[src/rtl/link_parameter_loader_pkg.sv]
// Shared definitions for the link parameter loader: decoder stage encodings,
// boundary-condition codes, stream beat field layout and loader FSM states.
package link_parameter_loader_pkg;

  // Global decoder stage encoding shared with the neighbor links
  localparam int STAGE_WIDTH = 3;
  localparam logic [STAGE_WIDTH-1:0] STAGE_IDLE                = 3'd0;
  localparam logic [STAGE_WIDTH-1:0] STAGE_PARAMETERS_LOADING  = 3'd1;
  localparam logic [STAGE_WIDTH-1:0] STAGE_ERASURE_LOADING     = 3'd2;
  localparam logic [STAGE_WIDTH-1:0] STAGE_MEASUREMENT_LOADING = 3'd3;
  localparam logic [STAGE_WIDTH-1:0] STAGE_GROW                = 3'd4;
  localparam logic [STAGE_WIDTH-1:0] STAGE_MERGE               = 3'd5;
  localparam logic [STAGE_WIDTH-1:0] STAGE_PEELING             = 3'd6;
  localparam logic [STAGE_WIDTH-1:0] STAGE_RESULT_VALID        = 3'd7;

  // Boundary-condition codes carried to each link
  localparam logic [1:0] BC_NONE     = 2'd0;
  localparam logic [1:0] BC_BOUNDARY = 2'd1;
  localparam logic [1:0] BC_ABSENT   = 2'd2;
  localparam logic [1:0] BC_FIFO     = 2'd3;

  // Parameter beat layout: weight in the low bits, condition right above it
  localparam int BEAT_WEIGHT_LSB = 0;
  localparam int BEAT_BC_WIDTH   = 2;

  // Loader FSM states
  localparam logic [2:0] LDR_IDLE         = 3'd0;
  localparam logic [2:0] LDR_LOAD_PARAMS  = 3'd1;
  localparam logic [2:0] LDR_PARAMS_DONE  = 3'd2;
  localparam logic [2:0] LDR_LOAD_ERASURE = 3'd3;
  localparam logic [2:0] LDR_ERASURE_DONE = 3'd4;

  // The condition field starts immediately above the weight field
  function automatic int beatBcLsb(input int linkBitWidth);
    return BEAT_WEIGHT_LSB + linkBitWidth;
  endfunction

  function automatic int ceilDiv(input int a, input int b);
    return (a + b - 1) / b;
  endfunction

endpackage

[src/rtl/link_parameter_loader.sv]
// Streams per-link weights, boundary conditions and packed erasure bits into
// holding registers that feed a row of neighbor links.
module link_parameter_loader
  import link_parameter_loader_pkg::*;
#(
  parameter int NUM_LINKS  = 12,
  parameter int MAX_WEIGHT = 2,
  parameter int DATA_WIDTH = 16,
  localparam int LINK_BIT_WIDTH = $clog2(MAX_WEIGHT + 1)
) (
  input  logic                                clk,
  input  logic                                reset,
  input  logic [STAGE_WIDTH-1:0]              global_stage,
  input  logic                                s_valid,
  output logic                                s_ready,
  input  logic [DATA_WIDTH-1:0]               s_data,
  output logic [NUM_LINKS*LINK_BIT_WIDTH-1:0] weight_out,
  output logic [NUM_LINKS*2-1:0]              boundary_condition_out,
  output logic [NUM_LINKS-1:0]                erased_out,
  output logic                                params_done,
  output logic                                erasure_done,
  output logic                                load_error
);

  localparam int LBW      = LINK_BIT_WIDTH;
  localparam int CW       = $clog2(NUM_LINKS + 1);
  localparam int NUM_ERAS = ceilDiv(NUM_LINKS, DATA_WIDTH);
  localparam int BC_LSB   = beatBcLsb(LBW);
  localparam logic [LBW-1:0] MAX_W = LBW'(MAX_WEIGHT);

  logic [2:0]               state_q, state_d;
  logic [STAGE_WIDTH-1:0]   last_stage_q;
  logic [CW-1:0]            cnt_q, cnt_d;
  logic [NUM_LINKS*LBW-1:0] weight_q, weight_d;
  logic [NUM_LINKS*2-1:0]   bc_q, bc_d;
  logic [NUM_LINKS-1:0]     erased_q, erased_d;
  logic                     params_done_q, params_done_d;
  logic                     erasure_done_q, erasure_done_d;
  logic                     load_error_q, load_error_d;

  logic           paramEntry, eraseEntry;
  logic           inParamStage, inEraseStage;
  logic           accept;
  logic [LBW-1:0] beatWeight, storedWeight;
  logic [1:0]     beatBc;
  logic           clampHit;

  assign inParamStage = (global_stage == STAGE_PARAMETERS_LOADING);
  assign inEraseStage = (global_stage == STAGE_ERASURE_LOADING);
  assign paramEntry   = inParamStage && (last_stage_q != STAGE_PARAMETERS_LOADING);
  assign eraseEntry   = inEraseStage && (last_stage_q != STAGE_ERASURE_LOADING);

  assign s_ready = ((state_q == LDR_LOAD_PARAMS && inParamStage) ||
                    (state_q == LDR_LOAD_ERASURE && inEraseStage)) &&
                   !paramEntry && !eraseEntry;
  assign accept  = s_valid && s_ready;

  assign beatWeight   = s_data[BEAT_WEIGHT_LSB +: LBW];
  assign beatBc       = s_data[BC_LSB +: BEAT_BC_WIDTH];
  assign clampHit     = (beatWeight > MAX_W);
  assign storedWeight = clampHit ? MAX_W : beatWeight;

  // Stage tracking, beat capture into the link slot selected by the counter,
  // and sticky error on clamp or on abandoning an unfinished load
  always_comb begin
    state_d        = state_q;
    cnt_d          = cnt_q;
    weight_d       = weight_q;
    bc_d           = bc_q;
    erased_d       = erased_q;
    params_done_d  = params_done_q;
    erasure_done_d = erasure_done_q;
    load_error_d   = load_error_q;

    if (paramEntry) begin
      state_d       = LDR_LOAD_PARAMS;
      cnt_d         = '0;
      params_done_d = 1'b0;
    end else if (eraseEntry) begin
      state_d        = LDR_LOAD_ERASURE;
      cnt_d          = '0;
      erased_d       = '0;
      erasure_done_d = 1'b0;
    end else if (!inParamStage && !inEraseStage) begin
      state_d = LDR_IDLE;
    end

    if ((state_q == LDR_LOAD_PARAMS && !inParamStage) ||
        (state_q == LDR_LOAD_ERASURE && !inEraseStage)) begin
      load_error_d = 1'b1;
    end

    if (accept && state_q == LDR_LOAD_PARAMS) begin
      for (int i = 0; i < NUM_LINKS; i++) begin
        if (cnt_q == CW'(i)) begin
          weight_d[i*LBW +: LBW] = storedWeight;
          bc_d[2*i +: 2]         = beatBc;
        end
      end
      cnt_d = cnt_q + CW'(1);
      if (clampHit) load_error_d = 1'b1;
      if (cnt_q == CW'(NUM_LINKS - 1)) begin
        params_done_d = 1'b1;
        state_d       = LDR_PARAMS_DONE;
      end
    end

    if (accept && state_q == LDR_LOAD_ERASURE) begin
      for (int i = 0; i < NUM_LINKS; i++) begin
        if (cnt_q == CW'(i / DATA_WIDTH)) begin
          erased_d[i] = s_data[i % DATA_WIDTH];
        end
      end
      cnt_d = cnt_q + CW'(1);
      if (cnt_q == CW'(NUM_ERAS - 1)) begin
        erasure_done_d = 1'b1;
        state_d        = LDR_ERASURE_DONE;
      end
    end
  end

  // State registers; reset clears everything and overrides any accepted beat
  always_ff @(posedge clk) begin
    if (reset) begin
      state_q        <= LDR_IDLE;
      last_stage_q   <= STAGE_IDLE;
      cnt_q          <= '0;
      weight_q       <= '0;
      bc_q           <= '0;
      erased_q       <= '0;
      params_done_q  <= 1'b0;
      erasure_done_q <= 1'b0;
      load_error_q   <= 1'b0;
    end else begin
      state_q        <= state_d;
      last_stage_q   <= global_stage;
      cnt_q          <= cnt_d;
      weight_q       <= weight_d;
      bc_q           <= bc_d;
      erased_q       <= erased_d;
      params_done_q  <= params_done_d;
      erasure_done_q <= erasure_done_d;
      load_error_q   <= load_error_d;
    end
  end

  assign weight_out             = weight_q;
  assign boundary_condition_out = bc_q;
  assign erased_out             = erased_q;
  assign params_done            = params_done_q;
  assign erasure_done           = erasure_done_q;
  assign load_error             = load_error_q;

endmodule

[config.mk]
export PLATFORM = sky130hd
export DESIGN_NAME = link_parameter_loader
export DESIGN_NICKNAME = d
export VERILOG_FILES = /design/src/rtl/link_parameter_loader_pkg.sv /design/src/rtl/link_parameter_loader.sv
export SDC_FILE = /design/constraint.sdc
export NUM_CORES = 1
export LEC_CHECK = 0
export BUFFER_PORTS_ARGS = -buffer_cell sky130_fd_sc_hd__buf_2
export CORE_AREA = 2 2 81 83
export CTS_CLUSTER_SIZE = 28
export DETAILED_ROUTE_END_ITERATION = 10
export DIE_AREA = 0 0 83 85
export HOLD_SLACK_MARGIN = 0.1
export PLACE_DENSITY = 0.87
export SYNTH_ARGS = -nofsm -noshare
export SYNTH_HDL_FRONTEND = slang
export SYNTH_SLANG_ARGS = --single-unit
[constraint.sdc]
create_clock -name clk -period 2.6 [get_ports clk]
set_clock_uncertainty 0.2 [all_clocks]
set_input_delay 0.52 -clock clk [delete_from_list [all_inputs] [get_ports clk]]
set_output_delay 0.52 -clock clk [all_outputs]
set_load 0.01 [all_outputs]
# Word level (Yosys, flattened, before mapping)
# Index checks and enable logic that the tools add are counted.
[classes] n_mux=37 eq_ne=17 order_cmp=1 n_reduce_logical=32 add_sub_neg=1
[ops] op="12-bit two-way mux" n=3
[ops] op="2-bit AND reduction" n=12
[ops] op="1-bit two-way mux" n=22
[ops] op="3-bit two-way mux" n=7
[ops] op="4-bit by 3-bit equality test with 1-bit output (second input constant)" n=4
[ops] op="4-bit equality test (second input constant)" n=4
[ops] op="4-bit two-way mux" n=4
[ops] op="1-bit logical AND" n=12
[ops] op="4-bit by 2-bit equality test with 1-bit output (second input constant)" n=2
[ops] op="3-bit by 1-bit equality test with 1-bit output (second input constant)" n=2
[ops] op="3-bit by 2-bit equality test with 1-bit output (second input constant)" n=2
[ops] op="4-bit by 1-bit adder with 4-bit output (second input constant)" n=1
[ops] op="4-bit by 1-bit equality test with 1-bit output (second input constant)" n=1
[ops] op="1-bit logical NOT" n=4
[ops] op="4-bit logical NOT" n=1
[ops] op="4-bit nonzero test" n=1
[ops] op="3-bit by 1-bit inequality test with 1-bit output (second input constant)" n=1
[ops] op="3-bit by 2-bit inequality test with 1-bit output (second input constant)" n=1
[ops] op="2-bit > comparator (second input constant)" n=1
[ops] op="1-bit logical OR" n=2
[ops] op="2-bit two-way mux" n=1
[word_totals] out_inout_bits=64 regBits=73 word_cells=119

# Logic depth before layout (Yosys ltp)
[logic_depth] ltp_word=10 ltp_mapped=7 depth_no_buf=6

# Worst setup path after synthesis
# Ideal clock, no wire load.
[synth_path] path_type="input port to flip-flop" start="in global_stage[1]" end="reg erased_q[10] (netlist: erased_out[10])" setup_slack_ps=438 setup_ps=119 path_buffers=2 t_arrival_ps=1843 stages=6 t_required_ps=2281 cell_sequence="nor3b_4 -> a22oi_2 -> or4_4 -> buf_6 -> buf_6 -> mux2i_1"
[synth_between] elab_chain_cells=8 elab_cells_between_ends=17 cone_classes="eq/ne: 2; mux: 4; reduce/logical: 11"
[synth_rtl] item="start: declaration" line="link_parameter_loader.sv:13" text="input logic [STAGE_WIDTH-1:0] global_stage,"
[synth_rtl] item="3-bit by 1-bit equality test with 1-bit output / 3-bit by 2-bit equality test with 1-bit output (equally long branches)" line="link_parameter_loader.sv:48, link_parameter_loader.sv:49"
[synth_rtl] item="1-bit logical AND, on equally long branches" line="link_parameter_loader.sv:53, link_parameter_loader.sv:50, link_parameter_loader.sv:54"
[synth_rtl] item="1-bit logical OR / 1-bit logical NOT (equally long branches)" line="link_parameter_loader.sv:53, link_parameter_loader.sv:55"
[synth_rtl] item="1-bit logical AND" line="link_parameter_loader.sv:54" text="(state_q == LDR_LOAD_ERASURE && inEraseStage)) &&"
[synth_rtl] item="1-bit logical AND" line="link_parameter_loader.sv:55" text="!paramEntry && !eraseEntry;"
[synth_rtl] item="1-bit logical AND" line="link_parameter_loader.sv:56" text="assign accept = s_valid && s_ready;"
[synth_rtl] item="1-bit logical AND" line="link_parameter_loader.sv:108" text="if (accept && state_q == LDR_LOAD_ERASURE) begin"
[synth_rtl] item="12-bit two-way mux *" line="link_parameter_loader.sv:108"
[synth_rtl] item="end signal: assignment" line="link_parameter_loader.sv:140" text="erased_q <= erased_d;"
[synth_rtl] item="end: declaration" line="link_parameter_loader.sv:36" text="logic [NUM_LINKS-1:0] erased_q, erased_d;"
# Mark *: on every way between the ends. The rest lies on a longest branch, timed or not.
# A chain may end at the register's enable or synchronous reset.

# Final worst setup path
[layout_path] start="reg state_q[0]" end="out s_ready"
[layout_between] elab_chain_cells=5 elab_cells_between_ends=7 cone_classes="eq/ne: 2; reduce/logical: 5"
[layout_rtl] item="start: declaration" line="link_parameter_loader.sv:31" text="logic [2:0] state_q, state_d;"
[layout_rtl] item="start signal: assignment" line="link_parameter_loader.sv:135" text="state_q <= state_d;"
[layout_rtl] item="3-bit by 1-bit equality test with 1-bit output / 3-bit by 2-bit equality test with 1-bit output (equally long branches)" line="link_parameter_loader.sv:53, link_parameter_loader.sv:54"
[layout_rtl] item="1-bit logical AND, on equally long branches" line="link_parameter_loader.sv:53, link_parameter_loader.sv:54"
[layout_rtl] item="1-bit logical OR *" line="link_parameter_loader.sv:53" text="assign s_ready = ((state_q == LDR_LOAD_PARAMS && inParamStage) ||"
[layout_rtl] item="1-bit logical AND *" line="link_parameter_loader.sv:54"
[layout_rtl] item="1-bit logical AND *" line="link_parameter_loader.sv:55"
[layout_rtl] item="end: declaration" line="link_parameter_loader.sv:15" text="output logic s_ready,"
# Marks and branches as above.

==> summary.md <==
| Metric | Value |
|---|---|
| Max incr delay on CP | `0.39 ns` |
| Final antenna-violating net count | `0` |
| Rows | `29` |
| Initial antenna violation count | `0` |
| Ant. Diodes | `0` |
| Max-cap viol count | `0` |
| Starting Density | `0.503` |
| Syn Area/Cell | `9.88 sq um` |
| Top achievable clock speed | `0.456 GHz` |
| Crit path arrival time | `1.47 ns` |
| Pre-Repair DR Iteration Count | `4` |
| Drt initial violations | `143` |
| Post-CTS Repair Setup Buffers | `0` |
| Final Max Tran Viols | `0` |
| Pwr per Cell Area | `585 nW/um^2` |
| Pleak | `1.93 nW` |
| Number of flops mapped to enable cells by yosys | `0` |
| Critical path class | `reg -> out` |
| Die area | `7060 sq um` |
| Unrepaired setup endpoints after global routing | `no` |
| Startpoint Class | `flip-flop` |
| Hold_buf cts | `0` |
| Sequential power share | `0.510` |
| Dpl ws | `0.308 ns` |
| Final worst slack | `0.407 ns` |
| Remaining DRCs | `0` |
| Clk pwr share | `0.443` |
| Inst Count DP | `456` |
| CP required | `1.88 ns` |
| Synth unique cells | `42` |
| Yosys top cell by area | `dfxtp_1` |
| Syn_nets | `342` |
| Post-synth top area share | `0.468` |
| Total negative slack | `0 ns` |
| Setup-failing EPs final | `0` |
| Port Buffers | `81` |
| Synth Register Bits | `73` |
| Die span in y | `85 um` |
| Hpwl dp | `5000 um` |
| Relative slew slack | `0.402` |
| Outcome | `finished, final reports clean` |
| Final #Nets | `416` |
| Commonest non-fill, non-tap cells in the layout | `buf_2 (81), dfxtp_1 (73), mux2i_1 (47), nor2_1 (38)` |
| Synth Cell Area | `3120 sq um` |
| Wire per inst | `15.4 um` |
| Ports | `86` |
| Die Width | `83 um` |
| GR Util All Layers | `0.212` |
| Comb pwr share | `0.047` |
| Final hold vios | `0` |
| First-pass GRT wire length | `12,000 um` |
| Switching Share | `0.218` |
| Bufs and invs on worst path | `2` |
| Fin crit period | `2.19 ns` |
| Via count | `2,556` |
| Fillcell total | `530` |
| Crit Path Max Fanout | `15` |
| Top_reg_cell synth | `dfxtp_1` |
| Core Area | `6200 sq um` |
| Psw | `482 uW` |
| Top cells by area, synth | `dfxtp_1 (47%), mux2i_1 (15%), nor2_1 (4.6%), nand3b_1 (3.6%), and4b_1 (2.9%)` |
| CTS Buf Count | `9` |
| Final Instance Count excl. Fillers | `472` |
| Synth async-reset ratio | `0` |
| Pin count of the biggest net entering global routing | `60` |
| HP Class | `in -> reg` |
| Period utilization | `0.843` |
| Commonest non-fill, non-tap cell in the layout | `buf_2` |
| Total power draw | `2.21 mW` |
| Root Buffer | `clkbuf_8` |
| Worst slew pin tran | `0.897 ns` |
| Crit path cell chain | `nor3b_2 -> buf_4 -> nor2b_1 -> buf_2` |
| Vias in the first global route | `2,417` |
| Post-Syn Instances | `316` |
| Clock Latency Late Sink | `0.35 ns` |
| Warnings from Yosys | `0` |
| Clock buffer depth | `2` |
| Final WL | `7250 um` |
| Max VDD drop | `417 uV` |
| Clock-pin slew on the worst setup and hold paths | `0.07 ns` |
| Resized cells post-CTS | `0` |
| Post-layout util | `0.609` |
| Area Growth Syn to Fin | `21.0%` |
| GPL Wtd Cong | `0.794` |
| Routed vias/inst | `5.42` |
| Sequential area share after synthesis | `0.468` |
| H-tree Lvls | `3` |
| Share of cells above drive strength 1 | `0.278` |
| Critical-path top delay cell | `dfxtp_1` |
| Power Internal | `1.73 mW` |
| Total clock sinks | `73` |
| CTS tree | `done` |
| Crit. End Element | `primary output` |
| CP top delay family | `flip-flops` |
| GRT Residual Overflow | `0` |
stage by stage:
step / cell area (sq um) / hold slack [ns]
floorplan: 3120 / 0.272
global placement: 3560 / 0.241
detailed placement: 3560 / 0.249
CTS: 3780 / 0.215
global route: 3780 / 0.214
finish: 3780 / 0.226
cell usage after synthesis (2+ instances only):
| cell | instances |
|---|---|
| dfxtp_1 | 73 |
| mux2i_1 | 47 |
| nor2_1 | 38 |
| clkbuf_1 | 20 |
| nand2_1 | 15 |
| nand3b_1 | 15 |
| nand2b_1 | 14 |
| o21ai_0 | 14 |
| nand4_1 | 12 |
| and4b_1 | 9 |
| inv_1 | 5 |
| nor2b_1 | 5 |
| ha_1 | 4 |
| a21oi_1 | 3 |
| nor4bb_1 | 3 |
| o211ai_1 | 3 |
| and3b_1 | 2 |
| and4_1 | 2 |
| buf_6 | 2 |
| nor3b_2 | 2 |
| o22ai_1 | 2 |
| or2_2 | 2 |
| or3_1 | 2 |
| or3b_2 | 2 |
| xnor2_1 | 2 |
| xor2_1 | 2 |
state kept, by name (all words and copies together) (netlist names), 3 cells and up:
signal	flops
erased_out	12
last_stage_q	3
boundary_condition_out	24
cnt_q	4
state_q	3
weight_out	24
power by group through the flow:
| stage | sequential [mW] | clock (mW) | combinational [mW] |
|---|---|---|---|
| floorplan | 1.15 | 0 | 0.0669 |
| global placement | 1.15 | 0 | 0.100 |
| detailed placement | 1.15 | 0 | 0.102 |
| CTS | 1.13 | 1.00 | 0.103 |
| global route | 1.13 | 1.05 | 0.114 |
| finish | 1.13 | 0.979 | 0.104 |
cell type report:
| cell class | instances | area, sq um | share of cell area |
|---|---|---|---|
| tap | 77 | 96.3 | 0.0255 |
| inverter | 5 | 18.8 | 0.00497 |
| clock buffer | 11 | 141 | 0.0374 |
| sequential | 73 | 1460 | 0.387 |
| timing repair buffer | 85 | 435 | 0.115 |
| multi-input combinational | 216 | 1550 | 0.409 |
| clock inverter | 5 | 78.8 | 0.0209 |
worst paths after layout:
kind	from	end	slack, ns	cells past startpoint
hold reg to reg	erased_out[5]	erased_out[5]	0.26	2
setup reg to reg	last_stage_q[1]	erased_out[10]	0.50	4
setup / recovery	state_q[0]	s_ready	0.41	4
hold / removal	s_data[7]	erased_out[7]	0.23	3
metal layers:
metal,track usage,routed length [um],vias up
li1,-,-,1263
met1,0.285,3390,1193
met2,0.317,3120,90
met3,0.0963,673,10
met4,0.0462,61,0
met5,0,0,-
worst register-to-register path: cells and delay by family (launching register included):
kind            cells  cell delay [ns]
flops               1             0.35
compound gates      1             0.71
simple gates        2             0.61
mux                 1             0.16
cells by family (layout without fill, tap and decap cells):
family,after synthesis,in the layout,synth area share
adders and majority gates,4,4,0.0160
xor gates and xnor gates,4,4,0.0112
muxes,47,47,0.151
AOI/OAI and AO/OA,29,29,0.0573
and+or+nand+nor,132,132,0.260
DFF,73,73,0.468
buffers and inverters,27,106,0.0373
Note: power is estimated with default switching activity, not from simulation.
